## src/rtl/ps2_player_keys_if.sv

```systemverilog
// PS/2 keyboard-to-host bus: clock and data lines driven by the keyboard.
interface ps2_player_keys_if;
    logic ps2_clk;
    logic ps2_data;

    modport master (output ps2_clk, output ps2_data);
    modport slave  (input  ps2_clk, input  ps2_data);
endinterface

```

## src/rtl/ps2_player_keys.sv

```systemverilog
// PS/2 receiver and scan-code decoder producing held-key levels for two players
// (Z/Q/S/D for player 1, extended arrow keys for player 2).
module ps2_player_keys #(
    parameter int unsigned FILTER_LEN     = 4,
    parameter int unsigned TIMEOUT_CYCLES = 25000
) (
    input  logic                clk,
    input  logic                reset,
    ps2_player_keys_if.slave    ps2,
    output logic                j1_up,
    output logic                j1_down,
    output logic                j1_left,
    output logic                j1_right,
    output logic                j2_up,
    output logic                j2_down,
    output logic                j2_left,
    output logic                j2_right,
    output logic [7:0]          rx_byte,
    output logic                rx_valid,
    output logic                frame_err
);
    localparam int unsigned FILT_W = $clog2(FILTER_LEN + 1);
    localparam int unsigned TO_W   = $clog2(TIMEOUT_CYCLES + 1);

    typedef enum logic [1:0] {ST_IDLE, ST_DATA, ST_PARITY, ST_STOP} state_t;

    logic [1:0]        sync_clk_q, sync_clk_d, sync_dat_q, sync_dat_d;
    logic              filt_q, filt_d, fall_q, fall_d;
    logic [FILT_W-1:0] filt_cnt_q, filt_cnt_d;
    state_t            state_q, state_d;
    logic [2:0]        bit_cnt_q, bit_cnt_d;
    logic [7:0]        shift_q, shift_d;
    logic              par_q, par_d;
    logic [TO_W-1:0]   to_cnt_q, to_cnt_d;
    logic [7:0]        rx_byte_q, rx_byte_d;
    logic              rx_valid_q, rx_valid_d, frame_err_q, frame_err_d;
    logic              ext_q, ext_d, brk_q, brk_d;
    logic [7:0]        keys_q, keys_d;
    logic              clk_s, dat_s;

    assign clk_s = sync_clk_q[1];
    assign dat_s = sync_dat_q[1];

    always_comb begin
        sync_clk_d  = {sync_clk_q[0], ps2.ps2_clk};
        sync_dat_d  = {sync_dat_q[0], ps2.ps2_data};
        filt_d      = filt_q;
        filt_cnt_d  = '0;
        state_d     = state_q;
        bit_cnt_d   = bit_cnt_q;
        shift_d     = shift_q;
        par_d       = par_q;
        to_cnt_d    = to_cnt_q;
        rx_byte_d   = rx_byte_q;
        rx_valid_d  = 1'b0;
        frame_err_d = 1'b0;
        ext_d       = ext_q;
        brk_d       = brk_q;
        keys_d      = keys_q;

        // Glitch filter: flip only after FILTER_LEN consecutive differing samples
        if (clk_s != filt_q) begin
            if (filt_cnt_q == FILT_W'(FILTER_LEN - 1)) begin
                filt_d = clk_s;
            end else begin
                filt_cnt_d = filt_cnt_q + FILT_W'(1);
            end
        end
        fall_d = filt_q & ~filt_d;

        if (state_q == ST_IDLE || fall_q) begin
            to_cnt_d = '0;
        end else begin
            to_cnt_d = to_cnt_q + TO_W'(1);
        end

        case (state_q)
            ST_IDLE: begin
                if (fall_q && !dat_s) begin
                    state_d   = ST_DATA;
                    bit_cnt_d = 3'd0;
                end
            end
            ST_DATA: begin
                if (fall_q) begin
                    shift_d   = {dat_s, shift_q[7:1]};
                    bit_cnt_d = bit_cnt_q + 3'd1;
                    if (bit_cnt_q == 3'd7) begin
                        state_d = ST_PARITY;
                    end
                end
            end
            ST_PARITY: begin
                if (fall_q) begin
                    par_d   = dat_s;
                    state_d = ST_STOP;
                end
            end
            ST_STOP: begin
                if (fall_q) begin
                    if (dat_s && (^{par_q, shift_q})) begin
                        rx_valid_d = 1'b1;
                        rx_byte_d  = shift_q;
                    end else begin
                        frame_err_d = 1'b1;
                    end
                    state_d = ST_IDLE;
                end
            end
            default: state_d = ST_IDLE;
        endcase

        // Stalled frame: drop it and report
        if (state_q != ST_IDLE && !fall_q &&
            to_cnt_q == TO_W'(TIMEOUT_CYCLES - 1)) begin
            state_d     = ST_IDLE;
            frame_err_d = 1'b1;
            to_cnt_d    = '0;
        end

        // Scan-code decoder; prefixes accumulate until a non-prefix byte
        if (frame_err_q) begin
            ext_d = 1'b0;
            brk_d = 1'b0;
        end else if (rx_valid_q) begin
            case (rx_byte_q)
                8'hE0:   ext_d = 1'b1;
                8'hF0:   brk_d = 1'b1;
                default: begin
                    case ({ext_q, rx_byte_q})
                        9'h01D:  keys_d[0] = ~brk_q;
                        9'h01B:  keys_d[1] = ~brk_q;
                        9'h01C:  keys_d[2] = ~brk_q;
                        9'h023:  keys_d[3] = ~brk_q;
                        9'h175:  keys_d[4] = ~brk_q;
                        9'h172:  keys_d[5] = ~brk_q;
                        9'h16B:  keys_d[6] = ~brk_q;
                        9'h174:  keys_d[7] = ~brk_q;
                        default: keys_d    = keys_q;
                    endcase
                    ext_d = 1'b0;
                    brk_d = 1'b0;
                end
            endcase
        end
    end

    always_ff @(posedge clk) begin
        if (reset) begin
            sync_clk_q  <= 2'b11;
            sync_dat_q  <= 2'b11;
            filt_q      <= 1'b1;
            filt_cnt_q  <= '0;
            fall_q      <= 1'b0;
            state_q     <= ST_IDLE;
            bit_cnt_q   <= 3'd0;
            shift_q     <= 8'h00;
            par_q       <= 1'b0;
            to_cnt_q    <= '0;
            rx_byte_q   <= 8'h00;
            rx_valid_q  <= 1'b0;
            frame_err_q <= 1'b0;
            ext_q       <= 1'b0;
            brk_q       <= 1'b0;
            keys_q      <= 8'h00;
        end else begin
            sync_clk_q  <= sync_clk_d;
            sync_dat_q  <= sync_dat_d;
            filt_q      <= filt_d;
            filt_cnt_q  <= filt_cnt_d;
            fall_q      <= fall_d;
            state_q     <= state_d;
            bit_cnt_q   <= bit_cnt_d;
            shift_q     <= shift_d;
            par_q       <= par_d;
            to_cnt_q    <= to_cnt_d;
            rx_byte_q   <= rx_byte_d;
            rx_valid_q  <= rx_valid_d;
            frame_err_q <= frame_err_d;
            ext_q       <= ext_d;
            brk_q       <= brk_d;
            keys_q      <= keys_d;
        end
    end

    assign j1_up     = keys_q[0];
    assign j1_down   = keys_q[1];
    assign j1_left   = keys_q[2];
    assign j1_right  = keys_q[3];
    assign j2_up     = keys_q[4];
    assign j2_down   = keys_q[5];
    assign j2_left   = keys_q[6];
    assign j2_right  = keys_q[7];
    assign rx_byte   = rx_byte_q;
    assign rx_valid  = rx_valid_q;
    assign frame_err = frame_err_q;
endmodule
```

## src/flat_wrapper.sv

```systemverilog
// flat-port wrapper written by rule: the top's interface ports become plain ports
module ps2_player_keys_flat 
#(
    parameter int unsigned FILTER_LEN     = 4,
    parameter int unsigned TIMEOUT_CYCLES = 25000
)
  (clk, reset, j1_up, j1_down, j1_left, j1_right, j2_up, j2_down, j2_left, j2_right, rx_byte, rx_valid, frame_err, ps2_ps2_clk, ps2_ps2_data);
  ps2_player_keys_if ps2_i ();
  input  logic clk;
  input  logic reset;
  output logic j1_up;
  output logic j1_down;
  output logic j1_left;
  output logic j1_right;
  output logic j2_up;
  output logic j2_down;
  output logic j2_left;
  output logic j2_right;
  output logic [7:0] rx_byte;
  output logic rx_valid;
  output logic frame_err;
  input wire logic [$bits(ps2_i.ps2_clk)-1:0] ps2_ps2_clk;
  input wire logic [$bits(ps2_i.ps2_data)-1:0] ps2_ps2_data;
  assign ps2_i.ps2_clk = ps2_ps2_clk;
  assign ps2_i.ps2_data = ps2_ps2_data;
  ps2_player_keys #(.FILTER_LEN(FILTER_LEN), .TIMEOUT_CYCLES(TIMEOUT_CYCLES)) u_core (.clk(clk), .reset(reset), .ps2(ps2_i), .j1_up(j1_up), .j1_down(j1_down), .j1_left(j1_left), .j1_right(j1_right), .j2_up(j2_up), .j2_down(j2_down), .j2_left(j2_left), .j2_right(j2_right), .rx_byte(rx_byte), .rx_valid(rx_valid), .frame_err(frame_err));
endmodule
```

## config.mk

```make
export PLATFORM = sky130hd
export DESIGN_NAME = ps2_player_keys_flat
export DESIGN_NICKNAME = d
export VERILOG_FILES = /design/src/rtl/ps2_player_keys_if.sv /design/src/rtl/ps2_player_keys.sv /design/src/flat_wrapper.sv
export SDC_FILE = /design/constraint.sdc
export NUM_CORES = 1
export LEC_CHECK = 0
export CORE_AREA = 2 2 79 81
export DETAILED_ROUTE_END_ITERATION = 6
export DIE_AREA = 0 0 81 83
export PLACE_DENSITY_LB_ADDON = 0.25
export SLEW_MARGIN = 25
export SYNTH_ARGS = -nofsm -noshare
export SYNTH_HDL_FRONTEND = slang
export SYNTH_SLANG_ARGS = --single-unit
export TNS_END_PERCENT = 20
```

## constraint.sdc

```tcl
create_clock -name clk -period 2.1 [get_ports clk]
set_clock_uncertainty 0.1 [all_clocks]
set_input_delay 0.63 -clock clk [delete_from_list [all_inputs] [get_ports clk]]
set_output_delay 0.63 -clock clk [all_outputs]
set_load 0.02 [all_outputs]
```

# [Yosys cells after proc, flatten, opt, wreduce, memory -nomap -nowiden]
# Cells that the tools add are included.
[classes] bitwise_logic=10 n_reduce_logical=32 addsub=3 eq_ne=22 n_mux=18
[ops] operator="$eq A9 B9 Y1 const B" n=4
[ops] operator="$reduce_and A4 Y1" n=8
[ops] operator="$eq A9 B5 Y1 const B" n=3
[ops] operator="$eq A8 B8 Y1 const B" n=2
[ops] operator="$add A15 B1 Y15 const B" n=1
[ops] operator="$eq A15 B15 Y1 const B" n=1
[ops] operator="$mux W2" n=5
[ops] operator="$eq A9 B6 Y1 const B" n=1
[ops] operator="$not A1 Y1" n=9
[ops] operator="$reduce_or A3 Y1" n=3
[ops] operator="$reduce_xor A9 Y1" n=1
[ops] operator="$ne A2 B1 Y1 const B" n=4
[ops] operator="$pmux W2 S4" n=1
[ops] operator="$reduce_and A2 Y1" n=4
[ops] operator="$mux W1" n=7
[ops] operator="$add A3 B1 Y3 const B" n=2
[ops] operator="$mux W3" n=2
[ops] operator="$pmux W3 S2" n=1
[ops] operator="$reduce_and A3 Y1" n=2
[ops] operator="$reduce_or A2 Y1" n=3
[ops] operator="$reduce_and A5 Y1" n=1
[ops] operator="$eq A2 B2 Y1 const B" n=2
[ops] operator="$logic_and A1 B1 Y1" n=4
[ops] operator="$pmux W1 S2" n=2
[ops] operator="10 further kinds" n=12
[word_totals] reg_bits=58 elab_cells=108 out_inout_bits=18 inputBits=4

# [Logic depth before layout (Yosys ltp)]
# Gate-level depths: netlist (run 1).
[logic_depth] word_depth=6 depth_mapped=7 mapped_depth_nobuf=6

# [Worst setup path before layout (run 1)]
# OpenSTA, ideal clock, no wires.
[synth_path] kind="register -> register" from="reg u_core.state_q[0]" to="reg u_core.to_cnt_q[10]" path_slack_ns=0.166 stages_incl_launch_ff=8 required_time_ns=1.883 path_buffers=1 arrival_ns=1.717 setup_time_ns=0.117 path_cell_list="dfxtp_1 inv_1 ha_1 or4_1 nor3_2 a21bo_2 buf_2 nor2_1"
[synth_between] elab_chain_len=4 word_cells_on_any_way=6 classes_between="6 x reduce/logical"
[synth_rtl] item="from (decl)" line="ps2_player_keys.sv:30" rtl="state_t state_q, state_d;"
[synth_rtl] item="from (signal assigned)" line="ps2_player_keys.sv:172" rtl="state_q <= state_d;"
[synth_rtl] item="$reduce_bool A2 Y1" line="ps2_player_keys.sv:114" rtl="if (state_q != ST_IDLE && !fall_q &&"
[synth_rtl] item="$logic_and A1 B1 Y1 (2 in a row)" line="ps2_player_keys.sv:114"
[synth_rtl] item="$reduce_or A3 Y1 (no line) (*)"
[synth_rtl] item="to (signal assigned)" line="ps2_player_keys.sv:176" rtl="to_cnt_q <= to_cnt_d;"
[synth_rtl] item="to (decl)" line="ps2_player_keys.sv:34" rtl="logic [TO_W-1:0] to_cnt_q, to_cnt_d;"
# Every way passes the cells marked *; elsewhere a longest branch is shown, timed or not.
# A chain may end at the register's enable or synchronous reset.

# [Worst setup path after layout (run 1)]
[layout_path] from="reg u_core.keys_q[1]" to="out j1_down"
[layout_rtl] item="from (decl)" line="ps2_player_keys.sv:38" rtl="logic [7:0] keys_q, keys_d;"
[layout_rtl] item="from (signal assigned)" line="ps2_player_keys.sv:182" rtl="keys_q <= keys_d;"
[layout_rtl] item="to (decl)" line="flat_wrapper.sv:12" rtl="output logic j1_down;"
# No word-level cell between the ends.

==> impl_metrics.py, run 1 <==
metrics = {
    "run_status": {
        "status": "complete, no violations",
    },
    "pwr": {
        "seq_power_share_pct": 52.3,
        "total_power_mw": 2.14,
        "ir_worst_vdd_v": 0.000309,
        "internal_power_mw": 1.63,
        "p_sw_uw": 509,
        "powerDensity_mw_per_mm2": 684,
        "leakagePower_nw": 1.14,
        "pwr-share-comb_pct": 6.9,
        "switching_share_pct": 23.8,
        "clockPowerShare_pct": 40.8,
    },
    "setup_path": {
        "start_kind": "register",
        "worstPathArrival_ns": 1.28,
        "path_depth": 1,
        "critPathTopFamily": "buffers and inverters",
        "crit_slowest_cell": "clkdlybuf4s50_1",
        "crit_path_cell_trace": "clkdlybuf4s50_1",
        "reg2reg_from": "u_core.state_q[0]$_SDFFE_PP0P_",
        "slowest_delay_ns": 0.61,
        "required_ns": 1.37,
        "cp_max_fo": 2,
        "r2r_end": "u_core.frame_err$_SDFF_PP0_",
        "r2r.worst_path.cells": 6,
        "crit_type": "reg -> out",
        "cp.buffers_inverters": 1,
        "worst-r2r-setup-slack_ns": 0.15,
        "endpoint_kind": "output pin",
    },
    "global_routing": {
        "antenna_found_initial": 0,
        "grt_pass1_vias": 1913,
        "grt_max_degree": 19,
        "grt.overflow.total": 0,
        "grt_pass1_wl_um": 8420,
        "grt_usage_pct": 16.0,
    },
    "die": {
        "die_area_mm2": 0.00672,
        "rows": 28,
        "core_area_mm2": 0.00582,
        "initial_core_util_pct": 44.3,
        "die_h_um": 83,
        "fp.dieW_um": 81,
        "ios": 22,
    },
    "layout": {
        "nNetsFinal": 332,
        "area.growth.synth_to_final_pct": 21.7,
        "drive_gt1_share_pct": 11.1,
        "diodes": 0,
    },
    "placed_design": {
        "hpwlAfterDp_um": 3470,
        "place_ws_ns": 0.0659,
        "place.gp.congestion": 0.789,
        "io_buffers": 21,
    },
    "synthesis": {
        "yosys.area.top_type_share_pct": 45.1,
        "ys_warn_count": 0,
        "synth_area_mm2": 0.00257,
        "synth_edf_count": 0,
        "synthFlopType": "dfxtp_1",
        "yosysTopAreaCell": "dfxtp_1",
        "syn_inst": 282,
        "ys_types": 46,
        "synth_seq_area_share_pct": 45.1,
        "synth-async-reset-ratio_pct": 0,
        "synthTopCellsByArea": "dfxtp_1, nand2_1, xnor2_1, mux2i_1, nor2_1",
        "syn_area_per_cell_um2": 9.13,
        "synth_seq_cells": 58,
        "syn-num-nets": 296,
    },
    "cts": {
        "cts_sinks": 58,
        "cts_root_buffer": "clkbuf_8",
        "cts_buffer_depth": 2,
        "clkLatencyLatePin_ns": 0.33,
        "cts_tree": "done",
        "clk_pin_slew_ns": 0.06,
        "cts_buffers": 9,
        "ctsHoldBuffers": 0,
        "htreeDepth": 3,
    },
    "sta": {
        "rsz0062_at_grt": "yes",
        "final_max_slew_viol_count": 0,
        "period_needed_ns": 2.01,
        "final.setup.worst_slack_ns": 0.0893,
        "slew_headroom_pct": 70.4,
        "fin_setup_tns_ns": 0,
        "period_share_pct": 95.7,
        "setup_viol": 0,
        "worstMarginPinSlew_ns": 0.444,
        "max_freq_mhz": 497,
        "whs_ns": 0.307,
        "hold_viol": 0,
    },
    "routing": {
        "num_vias": 2058,
        "routed_wl_um": 4860,
        "ant_nets": 0,
        "drt-pass1-iter-count": 4,
        "drcViolationCount": 0,
        "wl_per_cell_um": 12.2,
        "via_per_inst": 5.17,
        "drt-initial-drc-count": 88,
    },
    "min_path": {
        "min_to": "u_core.sync_dat_q[1]$_SDFF_PP1_",
        "whs_path_depth": 1,
        "hold_class": "reg -> reg",
        "worstHoldStart": "u_core.sync_dat_q[0]$_SDFF_PP1_",
    },
    "flow_run": {
        "maxCapViolations": 0,
    },
}
## power by group through the flow
| stage | clock network [mW] | logic, mW | registers (mW) |
|---|---|---|---|
| after floorplan | 0 | 0.0877 | 1.14 |
| after global placement | 0 | 0.140 | 1.14 |
| after detailed placement | 0 | 0.141 | 1.14 |
| after CTS | 0.904 | 0.142 | 1.12 |
| after global routing | 0.966 | 0.167 | 1.12 |
| final | 0.874 | 0.148 | 1.12 |
## worst max-delay path by stage
stage | to | from
after floorplan | u_core.to_cnt_q[10]$_SDFF_PP0_ | u_core.state_q[0]$_SDFFE_PP0P_
after detailed placement | u_core.to_cnt_q[9]$_SDFF_PP0_ | reset
after global routing | u_core.frame_err$_SDFF_PP0_ | u_core.state_q[0]$_SDFFE_PP0P_
final | j1_down | u_core.keys_q[1]$_SDFFE_PP0P_
after global placement | u_core.to_cnt_q[13]$_SDFF_PP0_ | reset
after CTS | frame_err | u_core.frame_err$_SDFF_PP0_
## layout make-up
type	count	area, um2
Fill cell	569	2680
Clock buffer	13	149
Sequential cell	58	1160
Clock inverter	3	15.0
Multi-Input combinational cell	208	1370
Inverter	9	33.8
Timing Repair Buffer	32	309
Tap cell	75	93.8
## registers in the layout (all words and copies together), names as in the netlist, 2 cells and up
| name | cells |
|---|---|
| u_core.state_q | 2 |
| u_core.sync_clk_q | 2 |
| u_core.filt_cnt_q | 3 |
| u_core.keys_q | 8 |
| u_core.shift_q | 8 |
| u_core.rx_byte | 8 |
| u_core.sync_dat_q | 2 |
| u_core.bit_cnt_q | 3 |
| u_core.to_cnt_q | 15 |
## placed cells by master, fill, tap and decap left out, types with 2 or more instances in the layout
| master | instances |
|---|---|
| dlygate4sd2_1 | 9 |
| nor4_1 | 8 |
| ha_1 | 10 |
| nand3b_1 | 2 |
| or4_1 | 4 |
| or2_2 | 7 |
| nand2b_1 | 4 |
| mux2i_1 | 13 |
| buf_4 | 9 |
| o31ai_1 | 3 |
| clkbuf_8 | 10 |
| xor2_1 | 3 |
| a211oi_1 | 2 |
| nor3_1 | 9 |
| dfxtp_1 | 58 |
| nand2_1 | 35 |
| inv_1 | 8 |
| and2_1 | 3 |
| xnor2_1 | 15 |
| clkinv_2 | 3 |
| clkbuf_1 | 3 |
| buf_12 | 2 |
| nand4_1 | 4 |
| nand3_1 | 14 |
| clkdlybuf4s50_1 | 11 |
| nor2_1 | 34 |
| a21oi_1 | 12 |
| nor2b_1 | 2 |
| a22oi_1 | 3 |
## synthesized netlist by cell type (all sizes together), types with 2 or more instances
library cell	instances
nor4	8
nand3b	2
ha	10
and2	3
nor3	10
inv	8
or2	7
o31ai	3
nand2	35
nand4	4
dfxtp	58
xnor2	15
clkbuf	6
nand2b	4
nor2	34
a211oi	2
mux2i	14
or4	4
nand3	14
xor2	3
a21oi	12
nor2b	2
a22oi	3
## what timing repair did
item,in CTS,in global routing
setup endpoints to repair,9,17
gates resized for setup,9,4
hold endpoints to repair,0,0
buffers inserted,0,0
gates cloned,0,0
## routing by layer
| layer | wire [um] | GRT usage, % |
|---|---|---|
| met1 | 2240 | 19.4 |
| met2 | 2310 | 25.6 |
| met3 | 206 | 5.00 |
| met4 | 99 | 7.40 |
| met5 | 0 | 0 |
## stage by stage
stage	cells	utilization, %	area [um2]
finish	398	53.9	3130
CTS	398	53.5	3110
global route	398	53.9	3130
global placement	382	50.9	2960
floorplan	282	-	2570
detailed placement	382	50.9	2960
## logic make-up after synthesis
family / Yosys count / share of synthesized area, %
flip-flops: 58 / 45.1
AND/OR/NAND/NOR: 136 / 26.6
buffers and inverters: 16 / 2.38
adder cells (fa/ha/maj): 10 / 4.86
XOR/XNOR: 20 / 7.97
multiplexers: 14 / 5.93
AO/OA/AOI/OAI: 28 / 7.10
Note: power is estimated with default switching activity, not from simulation.
==> inputs of run 2 (changes only) <==
Settings changed: MAX_ROUTING_LAYER from default to met4.
Clock period 2.1 ns to 2.25 ns, I/O delays scaled along.
==> run 2 against run 1 <==
Compared with the run above:
- final cell count decreased by 1.5%
- combinational power decreased by 18%
- sequential share of layout area about the same
- wire length increased by 5.5%
- register-to-register slack improved by 0.04 ns
- sequential power decreased by 6%
- clock power increased by 21%
- non-clock buffer count decreased by 5
- largest cell class unchanged
==> impl_metrics.py, run 2 (synthesis gave the netlist of run 1 again) <==
metrics = {
    "cts": {
        "cts_tree": "done",
        "clkLatencyLatePin_ns": 0.34,
        "post_cts_buffers": 0,
        "cts_sinks": 58,
        "cts_buffer_depth": 2,
        "cts_buffers": 9,
        "cts_root_buffer": "clkbuf_8",
        "clk_pin_slew_ns": 0.06,
        "htreeDepth": 3,
    },
    "setup_path": {
        "crit_slowest_cell": "clkdlybuf4s50_1",
        "r2r_end": "u_core.to_cnt_q[9]$_SDFF_PP0_",
        "crit_path_cell_trace": "clkdlybuf4s50_1",
        "required_ns": 1.47,
        "start_kind": "register",
        "critPathTopFamily": "buffers and inverters",
        "worst-r2r-setup-slack_ns": 0.19,
        "slowest_delay_ns": 0.65,
        "cp.buffers_inverters": 1,
        "cp_max_fo": 6,
        "worstPathArrival_ns": 1.41,
        "endpoint_kind": "output pin",
        "reg2reg_from": "u_core.state_q[1]$_SDFFE_PP0P_",
        "r2r.worst_path.cells": 6,
        "crit_type": "reg -> out",
    },
    "routing": {
        "num_vias": 2026,
        "ant_nets": 0,
        "drt-initial-drc-count": 56,
        "routed_wl_um": 5120,
        "via_per_inst": 5.17,
        "drcViolationCount": 0,
        "drt-pass1-iter-count": 4,
        "wl_per_cell_um": 13.1,
    },
    "global_routing": {
        "grt_max_degree": 29,
        "antenna_found_initial": 0,
        "grt_usage_pct": 17.2,
        "grt_pass1_vias": 1934,
        "grt.overflow.total": 0,
        "grt_pass1_wl_um": 8740,
    },
    "die": {
        "rows": 28,
        "die_area_mm2": 0.00672,
        "initial_core_util_pct": 44.3,
        "die_h_um": 83,
        "ios": 22,
        "fp.dieW_um": 81,
        "core_area_mm2": 0.00582,
    },
    "layout": {
        "largest_reg_flops": 15,
        "nNetsFinal": 327,
        "fin_cells": 392,
        "final_common_cell": "dfxtp_1",
        "area.growth.synth_to_final_pct": 21.6,
        "top_register": "u_core.to_cnt_q",
        "diodes": 0,
        "drive_gt1_share_pct": 9.46,
        "utilization_pct": 53.8,
        "design_area_mm2": 0.00313,
        "most-common-layout-cells": "dfxtp_1, nand2_1, nor2_1, clkdlybuf4s50_1, xnor2_1",
    },
    "pwr": {
        "ir_worst_vdd_v": 0.000564,
        "pwr-share-comb_pct": 5.5,
        "powerDensity_mw_per_mm2": 713,
        "internal_power_mw": 1.77,
        "switching_share_pct": 20.8,
        "leakagePower_nw": 1.07,
        "total_power_mw": 2.23,
        "clockPowerShare_pct": 47.6,
        "seq_power_share_pct": 46.9,
        "p_sw_uw": 464,
    },
    "flow_run": {
        "maxCapViolations": 0,
    },
    "sta": {
        "fin_setup_tns_ns": 0,
        "final_max_slew_viol_count": 0,
        "period_needed_ns": 2.19,
        "slew_headroom_pct": 68.9,
        "setup_viol": 0,
        "period_share_pct": 97.2,
        "hold_viol": 0,
        "max_freq_mhz": 457,
        "rsz0062_at_grt": "no",
        "worstMarginPinSlew_ns": 0.457,
    },
    "min_path": {
        "min_to": "u_core.sync_dat_q[1]$_SDFF_PP1_",
        "hold_class": "reg -> reg",
        "worstHoldStart": "u_core.sync_dat_q[0]$_SDFF_PP1_",
        "whs_path_depth": 1,
    },
    "placed_design": {
        "hpwlAfterDp_um": 3580,
        "place_area_mm2": 0.00291,
        "place.gp.congestion": 0.717,
        "io_buffers": 21,
        "place_inst": 377,
    },
    "run_status": {
        "status": "complete, no violations",
    },
}
==> run 2: cell types whose count changed in the layout (fill, tap and decap cells not counted), sizes merged <==
cell,before,now
buf,11,6
clkdlybuf4s50,11,20
clkinv,4,1
dlygate4sd2,9,0
bufinv,0,2
==> run 2: cell type report <==
cell class	count	area, um2
clock buffer	13	159
tap	75	93.8
inverter	9	33.8
clock inverter	2	60.1
fill	560	2690
multi-input combinational	208	1350
sequential	58	1160
timing repair buffer	27	270
==> run 2: power groups by stage <==
stage | logic [mW] | registers (mW) | clock network, mW
finish | 0.122 | 1.05 | 1.06
global route | 0.138 | 1.05 | 1.14
CTS | 0.122 | 1.05 | 1.09
detailed placement | 0.121 | 1.07 | 0
global placement | 0.118 | 1.07 | 0
floorplan | 0.0818 | 1.07 | 0
==> run 2: timing repair <==
action | in CTS | in global routing
resized for setup | 0 | 1
hold buffers | 0 | 0
setup endpoints to repair | 0 | 1
==> run 2: per-layer routing <==
layer / vias to the layer above / share of wire (%) / global-route usage [%]
li1: 1041 / - / -
met1: 956 / 45 / 19.6
met2: 24 / 50 / 27.6
met3: 5 / 3.0 / 5.22
met4: 0 / 1.3 / 7.55
met5: - / 0 / -
==> run 2: how the worst max path moves through the flow <==
stage / depth (start not counted) / endpoint / slack [ns] / startpoint
floorplan: 7 / u_core.to_cnt_q[10]$_SDFF_PP0_ / 0.32 / u_core.state_q[0]$_SDFFE_PP0P_
global placement: 4 / u_core.to_cnt_q[14]$_SDFF_PP0_ / 0.22 / reset
detailed placement: 6 / u_core.to_cnt_q[12]$_SDFF_PP0_ / 0.19 / u_core.state_q[1]$_SDFFE_PP0P_
CTS: 1 / rx_byte[6] / 0.03 / u_core.rx_byte[6]$_SDFFE_PP0P_
global route: 1 / rx_byte[6] / 0.001 / u_core.rx_byte[6]$_SDFFE_PP0P_
finish: 1 / rx_byte[6] / 0.06 / u_core.rx_byte[6]$_SDFFE_PP0P_
==> run 2: through the flow <==
step	setup WS (ns)	hold slack [ns]
floorplan	0.316	0.289
global placement	0.221	0.293
detailed placement	0.193	0.298
CTS	0.0330	0.311
global route	0.00115	0.337
finish	0.0639	0.310
==> run 2: worst reg2reg max path: stages, from the launching register on <==
cell,delay [ns]
dfxtp_1,0.37
inv_1,0.10
ha_1,0.23
or4_1,0.43
nor3_2,0.28
a21bo_2,0.35
nor2_1,0.09
==> inputs of run 3 (changes only) <==
Settings changed: CTS_CLUSTER_SIZE from default to 8, PLACE_DENSITY_LB_ADDON 0.25 to 0.08.
==> run 3 against run 2 <==
Compared with the run above:
- final cell count rose by 0.77%
- worst hold slack got worse by 0.0021 ns
- clock-buffer cell count did not move
- flip-flop and latch count did not move
- power fell by 12%
- via count fell by 1.8%
- wire length fell by 3.7%
- non-clock buffer count rose by 2
- global-route usage barely moved
- die area did not move
- sequential power barely moved
==> impl_metrics.py, run 3 (synthesis gave the netlist of run 1 again) <==
metrics = {
    "layout": {
        "largest_reg_flops": 15,
        "final_common_cell": "dfxtp_1",
        "drive_gt1_share_pct": 10.0,
        "most-common-layout-cells": "dfxtp_1, nand2_1, nor2_1, clkdlybuf4s50_1, xnor2_1",
        "diodes": 0,
        "utilization_pct": 52.9,
        "area.growth.synth_to_final_pct": 19.6,
        "nNetsFinal": 329,
        "top_register": "u_core.to_cnt_q",
    },
    "routing": {
        "num_vias": 1990,
        "routed_wl_um": 4930,
        "highest_layer": "met4",
        "ant_nets": 0,
        "wl_met3_um": 184,
        "wl_met2_um": 2280,
        "via_per_inst": 5.04,
        "wl_per_cell_um": 12.5,
        "drt-initial-drc-count": 55,
        "drcViolationCount": 0,
        "wl_met1_um": 2350,
        "drt-pass1-iter-count": 4,
    },
    "sta": {
        "max_freq_mhz": 458,
        "final.setup.worst_slack_ns": 0.0681,
        "worstMarginPinSlew_ns": 0.449,
        "hold_viol": 0,
        "final_max_slew_viol_count": 0,
        "slew_headroom_pct": 69.5,
        "rsz0062_at_grt": "no",
        "period_needed_ns": 2.18,
        "period_share_pct": 97.0,
        "setup_viol": 0,
        "fin_setup_tns_ns": 0,
    },
    "setup_path": {
        "start_kind": "register",
        "worstPathArrival_ns": 1.41,
        "crit_slowest_cell": "clkdlybuf4s50_1",
        "reg2reg_from": "u_core.state_q[1]$_SDFFE_PP0P_",
        "endpoint_kind": "output pin",
        "critPathLaunch": "u_core.rx_byte[5]$_SDFFE_PP0P_",
        "cp.buffers_inverters": 1,
        "cp_max_fo": 7,
        "crit_path_cell_trace": "clkdlybuf4s50_1",
        "slowest_delay_ns": 0.64,
        "critPathTopFamily": "buffers and inverters",
        "required_ns": 1.47,
        "crit_type": "reg -> out",
    },
    "placed_design": {
        "place.gp.congestion": 0.729,
        "io_buffers": 21,
        "place_ws_ns": 0.158,
        "hpwlAfterDp_um": 3620,
    },
    "global_routing": {
        "grt_pass1_vias": 1941,
        "grt.overflow.total": 0,
        "grt_max_degree": 19,
        "grt_pass1_wl_um": 8760,
        "grt_usage_pct": 17.2,
        "antenna_found_initial": 0,
    },
    "die": {
        "initial_core_util_pct": 44.3,
        "ios": 22,
        "die_area_mm2": 0.00672,
        "core_area_mm2": 0.00582,
        "fp.dieW_um": 81,
        "die_h_um": 83,
        "rows": 28,
    },
    "cts": {
        "clk_pin_slew_ns": 0.06,
        "htreeDepth": 3,
        "clkLatencyLatePin_ns": 0.33,
        "post_cts_buffers": 0,
        "cts_root_buffer": "clkbuf_8",
        "cts_buffers": 9,
        "cts_sinks": 58,
        "cts_tree": "done",
        "cts_buffer_depth": 2,
    },
    "pwr": {
        "ir_worst_vdd_v": 0.000362,
        "powerDensity_mw_per_mm2": 641,
        "total_power_mw": 1.97,
        "leakagePower_nw": 1.07,
    },
    "flow_run": {
        "maxCapViolations": 0,
    },
    "min_path": {
        "worstHoldStart": "u_core.sync_clk_q[0]$_SDFF_PP1_",
        "hold_class": "reg -> reg",
    },
    "run_status": {
        "status": "complete, no violations",
    },
}
==> run 3: cell types whose count changed in the layout (fill, tap and decap cells not counted), moves of 2 or more <==
cell | before | now
buf_4 | 5 | 8
clkinv_2 | 0 | 3
bufinv_16 | 2 | 0
clkdlybuf4s50_1 | 20 | 18
==> run 3: routing by layer <==
layer | vias to the layer above | track usage (%)
li1 | 1047 | -
met1 | 902 | 19.6
met2 | 31 | 27.6
met3 | 10 | 4.57
met4 | 0 | 8.47
met5 | - | -
==> run 3: area by class of cell <==
cell class,count,area (um2)
Timing Repair Buffer,29,274
Tap cell,75,93.8
Clock buffer,13,149
Fill cell,562,2740
Clock inverter,3,15.0
Sequential cell,58,1160
Multi-Input combinational cell,208,1350
Inverter,9,33.8
==> run 3: metrics by stage <==
stage,instance area (um2),hold WS [ns],cells
floorplan,2570,0.289,282
global placement,2910,0.291,379
detailed placement,2910,0.294,379
CTS,3070,0.309,395
global route,3080,0.324,395
finish,3080,0.308,395
==> run 3: report_power, final <==
group,switching (mW),internal [mW],leakage (nW),total [mW]
Sequential,0.00624,1.04,0.468,1.04
Clock,0.384,0.425,0.0872,0.809
Combinational,0.0707,0.0488,0.518,0.120
Total,0.461,1.51,1.07,1.97
==> run 3: worst paths after layout <==
check        cells after the start                               to  slack, ns
max                              1                       rx_byte[5]       0.07
min                              1  u_core.sync_clk_q[1]$_SDFF_PP1_       0.31
max reg2reg                      6    u_core.to_cnt_q[9]$_SDFF_PP0_       0.25
min reg2reg                      1  u_core.sync_clk_q[1]$_SDFF_PP1_       0.31
==> run 3: repair_timing <==
item                                    4_1_cts  5_1_grt
endpoints found under the setup margin        1        2
hold buffers                                  0        0
endpoints found under the hold margin         0        0
gates resized for setup                       1        2
gates cloned                                  0        0
